`src/rtl/rx_demap_ctrl.sv`:
```
// Receive-side sequencer for the 7-lane symbol demapper.
// Frames incoming symbol triplets and flags illegal flip codes. Each triplet
// is presented to an external combinational demapper. The 16-bit result is
// returned on a valid/ready stream tagged with frame-last and error.
module rx_demap_ctrl #(
  parameter int unsigned FRAME_WORDS = 64,
  parameter int unsigned ERR_CNT_W   = 16
) (
  input  logic                 clk,
  input  logic                 rst,
  input  logic                 en,
  input  logic                 s_valid,
  output logic                 s_ready,
  input  logic                 s_sof,
  input  logic [6:0]           s_flip,
  input  logic [6:0]           s_rotation,
  input  logic [6:0]           s_polarity,
  output logic [6:0]           dm_flip,
  output logic [6:0]           dm_rotation,
  output logic [6:0]           dm_polarity,
  input  logic [15:0]          dm_data,
  output logic                 m_valid,
  input  logic                 m_ready,
  output logic [15:0]          m_data,
  output logic                 m_last,
  output logic                 m_err,
  output logic                 frame_abort,
  output logic [ERR_CNT_W-1:0] err_cnt,
  output logic                 busy
);

  localparam int unsigned LANE_W = 7;
  localparam int unsigned DATA_W = 16;
  localparam int unsigned CNT_W  = (FRAME_WORDS > 1) ? $clog2(FRAME_WORDS + 1) : 1;
  localparam logic [LANE_W-1:0] BAD_PAIR = LANE_W'(7'h60);
  localparam logic [CNT_W-1:0]  CNT_LAST = CNT_W'(FRAME_WORDS - 1);

  typedef enum logic [0:0] {
    IDLE = 1'b0,
    RUN  = 1'b1
  } state_e;

  // Control state
  state_e             state_q, state_d;
  logic [CNT_W-1:0]   cnt_q, cnt_d;

  // Stage 1: accepted triplet plus tags
  logic               s1_v_q, s1_v_d;
  logic [LANE_W-1:0]  s1_flip_q, s1_rot_q, s1_pol_q;
  logic               s1_legal_q, s1_last_q;

  // Stage 2: captured demapper result plus tags
  logic               s2_v_q, s2_v_d;
  logic [DATA_W-1:0]  m_data_q;
  logic               m_last_q, m_err_q;

  logic [ERR_CNT_W-1:0] err_q, err_d;

  // Combinational handshake and decision signals
  logic               adv2_c;
  logic               accept_c;
  logic               xfer_c;
  logic               legal_c;
  logic               keep_c;
  logic               last_c;
  logic               abort_c;
  logic [1:0]         err_inc_c;
  logic [ERR_CNT_W:0] err_sum_c;

  // Flip-code legality: at most two lanes flipped, excluding the reserved pair
  always_comb begin
    legal_c = ($countones(s_flip) <= 2) && (s_flip != BAD_PAIR);
  end

  // Stage-advance and input handshake
  always_comb begin
    adv2_c   = !s2_v_q || m_ready;
    s_ready  = !rst && en && (!s1_v_q || adv2_c);
    accept_c = s_valid && s_ready;
    xfer_c   = s1_v_q && adv2_c;
  end

  // Framing FSM: decides whether an accepted symbol is kept and how it is tagged
  always_comb begin
    state_d = state_q;
    cnt_d   = cnt_q;
    keep_c  = 1'b0;
    last_c  = 1'b0;
    abort_c = 1'b0;
    if (accept_c) begin
      unique case (state_q)
        IDLE: begin
          if (s_sof) begin
            keep_c  = 1'b1;
            cnt_d   = CNT_W'(1);
            state_d = RUN;
          end
        end
        RUN: begin
          keep_c = 1'b1;
          if (s_sof) begin
            abort_c = 1'b1;
            cnt_d   = CNT_W'(1);
          end else if (cnt_q == CNT_LAST) begin
            last_c  = 1'b1;
            cnt_d   = '0;
            state_d = IDLE;
          end else begin
            cnt_d = cnt_q + CNT_W'(1);
          end
        end
        default: begin
          state_d = IDLE;
          cnt_d   = '0;
        end
      endcase
    end
  end

  // Stage-valid next values
  always_comb begin
    s1_v_d = s1_v_q;
    if (keep_c) begin
      s1_v_d = 1'b1;
    end else if (xfer_c) begin
      s1_v_d = 1'b0;
    end
    s2_v_d = s2_v_q;
    if (xfer_c) begin
      s2_v_d = 1'b1;
    end else if (m_ready) begin
      s2_v_d = 1'b0;
    end
  end

  // Saturating error counter: one per illegal kept word, one per abort
  always_comb begin
    err_inc_c = 2'(keep_c && !legal_c) + 2'(abort_c);
    err_sum_c = {1'b0, err_q} + (ERR_CNT_W + 1)'(err_inc_c);
    err_d     = err_sum_c[ERR_CNT_W] ? '1 : err_sum_c[ERR_CNT_W-1:0];
  end

  // FSM state and word counter
  always_ff @(posedge clk) begin
    if (rst) begin
      state_q <= IDLE;
      cnt_q   <= '0;
    end else begin
      state_q <= state_d;
      cnt_q   <= cnt_d;
    end
  end

  // Stage 1 registers; payload only changes when a kept symbol is loaded
  always_ff @(posedge clk) begin
    if (rst) begin
      s1_v_q     <= 1'b0;
      s1_flip_q  <= '0;
      s1_rot_q   <= '0;
      s1_pol_q   <= '0;
      s1_legal_q <= 1'b0;
      s1_last_q  <= 1'b0;
    end else begin
      s1_v_q <= s1_v_d;
      if (keep_c) begin
        s1_flip_q  <= s_flip;
        s1_rot_q   <= s_rotation;
        s1_pol_q   <= s_polarity;
        s1_legal_q <= legal_c;
        s1_last_q  <= last_c;
      end
    end
  end

  // Stage 2 registers; illegal words are zeroed and flagged
  always_ff @(posedge clk) begin
    if (rst) begin
      s2_v_q   <= 1'b0;
      m_data_q <= '0;
      m_last_q <= 1'b0;
      m_err_q  <= 1'b0;
    end else begin
      s2_v_q <= s2_v_d;
      if (xfer_c) begin
        m_data_q <= s1_legal_q ? dm_data : '0;
        m_last_q <= s1_last_q;
        m_err_q  <= !s1_legal_q;
      end
    end
  end

  // Error counter register
  always_ff @(posedge clk) begin
    if (rst) begin
      err_q <= '0;
    end else begin
      err_q <= err_d;
    end
  end

  assign dm_flip     = s1_flip_q;
  assign dm_rotation = s1_rot_q;
  assign dm_polarity = s1_pol_q;
  assign m_valid     = s2_v_q;
  assign m_data      = m_data_q;
  assign m_last      = m_last_q;
  assign m_err       = m_err_q;
  assign frame_abort = abort_c;
  assign err_cnt     = err_q;
  assign busy        = (state_q == RUN) || s1_v_q || s2_v_q;

endmodule

```
`config.mk`:
```
export PLATFORM = sky130hd
export DESIGN_NAME = rx_demap_ctrl
export DESIGN_NICKNAME = d
export VERILOG_FILES = /design/src/rtl/rx_demap_ctrl.sv
export SDC_FILE = /design/constraint.sdc
export NUM_CORES = 1
export LEC_CHECK = 0
export CAP_MARGIN = 10
export CELL_PAD_IN_SITES_DETAIL_PLACEMENT = 1
export CELL_PAD_IN_SITES_GLOBAL_PLACEMENT = 2
export CORE_ASPECT_RATIO = 0.5
export CORE_MARGIN = 3
export CORE_UTILIZATION = 25
export DETAILED_ROUTE_END_ITERATION = 7
export PLACE_DENSITY = 0.82
export SLEW_MARGIN = 20
export SYNTH_ARGS = -nofsm -noshare
export SYNTH_HDL_FRONTEND = slang
export SYNTH_SLANG_ARGS = --single-unit
export TNS_END_PERCENT = 1
```
`constraint.sdc`:
```
create_clock -name clk -period 5.74 [get_ports clk]
set_clock_uncertainty 0.15 [all_clocks]
set_input_delay 1.148 -clock clk [delete_from_list [all_inputs] [get_ports clk]]
set_output_delay 1.148 -clock clk [all_outputs]
set_load 0.02 [all_outputs]
```
==> flow_metrics.tcl <==
set metrics [dict create \
    cp-end-kind "flop" \
    syn_area_mm2 0.00290 \
    fin_crit_ps 5280 \
    rows 27 \
    synth_top_family_by_area "simple AND/OR/NAND/NOR gates" \
    grt_max_degree 72 \
    drive_gt1_share_pct 6.28 \
    finalCritPeriodShare_pct 92.0 \
    route.met3.wl_um 316 \
    syn_nets 396 \
    cts_buffers 9 \
    drtIter0Drc 107 \
    wl_met2_um 4190 \
    dr.pass1.iters 4 \
    synthArstFlopShare_pct 0 \
    netlist.area_leader.share_pct 46.3 \
    nets 493 \
    muxShareOfSynthArea_pct 0.345 \
    grt_pass1_vias 2778 \
    track_usage_pct 13.5 \
    cts-resized-gates 0 \
    rsz0062_at_grt "no" \
    synth-simple-area-share_pct 26.5 \
    synth_cell_type_count 46 \
    postCtsSetupBuffers 0 \
    met1_length_um 4170 \
    fmax_ghz 0.189 \
    cts_buffer_depth 2 \
    start_util_pct 26.0 \
    io-pin-count 102 \
    grt_first_pass_wirelength_um 13800 \
    p_per_area_mw_per_mm2 250 \
    synthFlopType "dfxtp_1" \
    critPathArrivalTime_ps 5380 \
    avgSynthCellArea_um2 8.40 \
    root_buffer "clkbuf_16" \
    clk_pin_slew_ps 50 \
    synthTopCellsByArea "dfxtp_1 (46%), a21oi_1 (10%), nand2_1 (8.7%)" \
    finalSetupViolations 0 \
    cts_num_sinks 67 \
    startpoint_type "input pin" \
    synth_seq_cells 67 \
    synthCells 345 \
    reg2reg_from "s1_v_q" \
    die_area_mm2 0.0130 \
    fillers 1305 \
    die_width_um 158 \
    overflow 0 \
    final_antenna_net_count 0 \
    startpoint "s_flip[0]" \
    vias 2757 \
    top_layer "met4" \
    ys_warn_count 0 \
    wl_per_cell_um 14.9 \
    hpwl_um 6190 \
    htreeDepth 3 \
    vias_per_cell 4.66 \
    synth_compound_area_share_pct 14.9 \
    diodes 0 \
    area_delta_synth_final_pct 48.9 \
    cts_tree "yes" \
    critPathKind "in -> reg" \
    status "finished, final reports clean" \
    leakage_nw 1.48 \
    hold_path_class "reg -> reg" \
    ir_worst_vdd_v 0.000114 \
    min_from "m_data[12]" \
    placed_area_mm2 0.00404 \
    totalWireLength_um 8780 \
    relSlewSlack_pct 39.0 \
    ys_seq_area_share_pct 46.3 \
    cp_data_required_time_ps 5840 \
    gp_congestion 0.741 \
    hold_buffers 0 \
    placedCellCount 576 \
    fin_tns_setup_ps 0 \
    drc 0 \
    core_area_mm2 0.0111 \
    drv_slew 0 \
    die_y_um 82.1 \
    synth-xor-area-share_pct 2.72 \
    worstPathMaxFanout 10 \
    hold_viol_final 0 \
    worstMarginPinSlew_ps 914 \
    io_buffers 101 \
    design_area_mm2 0.00432 \
    r2r_slack_ps 3000 \
    synth_fa_ha_area_share_pct 4.75 \
    insertion_delay_ps 320 \
    preCtsSetupSlack_ps 121 \
    fin_cells 591 \
    grt_antenna_before_repair 0 \
    yosys.area.top_type "dfxtp_1" \
    drv_cap 0 \
    setup_ws_ps 459 \
    synth-edff-count 0 \
]
[state kept, by name (all words and copies together) (netlist names), 7 cells and up]
name / count
err_cnt: 16
m_data: 16
cnt_q: 7
dm_flip: 7
dm_polarity: 7
dm_rotation: 7
[kinds of logic after synthesis]
logic type / after synthesis
adders and majority gates: 8
and+or+nand+nor: 149
DFF: 67
xor gates and xnor gates: 9
muxes: 1
AOI/OAI and AO/OA: 79
buffers and inverters: 32
[per-stage QoR]
step	hold slack (ps)	power (mW)	util, %
after detailed placement	295	0.575	36.2
after global routing	320	1.13	38.7
after CTS	303	1.10	38.7
after global placement	288	0.574	36.2
after floorplan	282	0.525	-
final	300	1.08	38.7
[worst max-delay path: stages]
cell and delay, ps:
clkdlybuf4s50_1 480, inv_1 70, fa_1 550, fa_1 430, fa_1 390, fa_1 430
o21ai_0 160, a31oi_1 60, nor2_1 260, fa_1 250, ha_1 180, nand3_1 200
nor4_4 380, nand2_2 220, a31oi_1 180
[placed cells by master (no fill, tap or decap), types with 3 or more instances in the layout]
| cell type | count |
|---|---|
| a21oi_1 | 59 |
| a31oi_1 | 3 |
| and3_1 | 4 |
| buf_4 | 5 |
| clkbuf_16 | 9 |
| clkbuf_8 | 3 |
| clkdlybuf4s50_1 | 100 |
| dfxtp_1 | 67 |
| fa_1 | 5 |
| ha_1 | 3 |
| inv_1 | 12 |
| nand2_1 | 67 |
| nand2b_1 | 3 |
| nand3_1 | 21 |
| nand3b_1 | 3 |
| nand4_1 | 5 |
| nor2_1 | 16 |
| nor3_1 | 5 |
| nor3b_1 | 6 |
| o21ai_0 | 6 |
| xnor2_1 | 7 |
[layout make-up]
| class | count | area, µm² | area share [%] |
|---|---|---|---|
| flip-flops and latches | 67 | 1340 | 31.1 |
| multi-input cells | 246 | 1430 | 33.0 |
| clock buffers | 13 | 270 | 6.26 |
| repair buffers | 106 | 1040 | 24.2 |
| clock inverters | 2 | 10.0 | 0.232 |
| inverters | 12 | 45.0 | 1.04 |
| well taps | 145 | 181 | 4.20 |
[synthesized netlist by cell type (all sizes together) (3+ instances only)]
cell type / number
nor3: 5
a31oi: 3
nor2: 16
clkbuf: 10
inv: 12
buf: 10
nand3: 23
dfxtp: 67
nand4: 5
fa: 5
ha: 3
nand2b: 3
and3: 5
a21oi: 59
nor3b: 6
nor4b: 3
xnor2: 7
nand2: 68
nand3b: 3
o21ai: 7
[routing by layer]
| metal | global-route usage [%] | vias to the layer above |
|---|---|---|
| met1 | 16.9 | 1332 |
| met4 | 4.38 | 0 |
| met3 | 3.75 | 7 |
| met2 | 22.7 | 43 |
| li1 | - | 1375 |
| met5 | 0 | - |
[power by group]
part	leakage, nW	switching (mW)	internal, mW	total, mW
registers	0.541	0.00495	0.471	0.476
logic	0.797	0.0419	0.0466	0.0885
clock network	0.141	0.193	0.324	0.517
[path summary, 6_finish.rpt]
check | endpoint | cells past startpoint
worst min-delay path | m_data[12] | 2
worst min register to register | m_data[12] | 2
worst max-delay path | err_cnt[13] | 15
worst max register to register | err_cnt[13] | 9
Power figures use the tool's default switching activity.
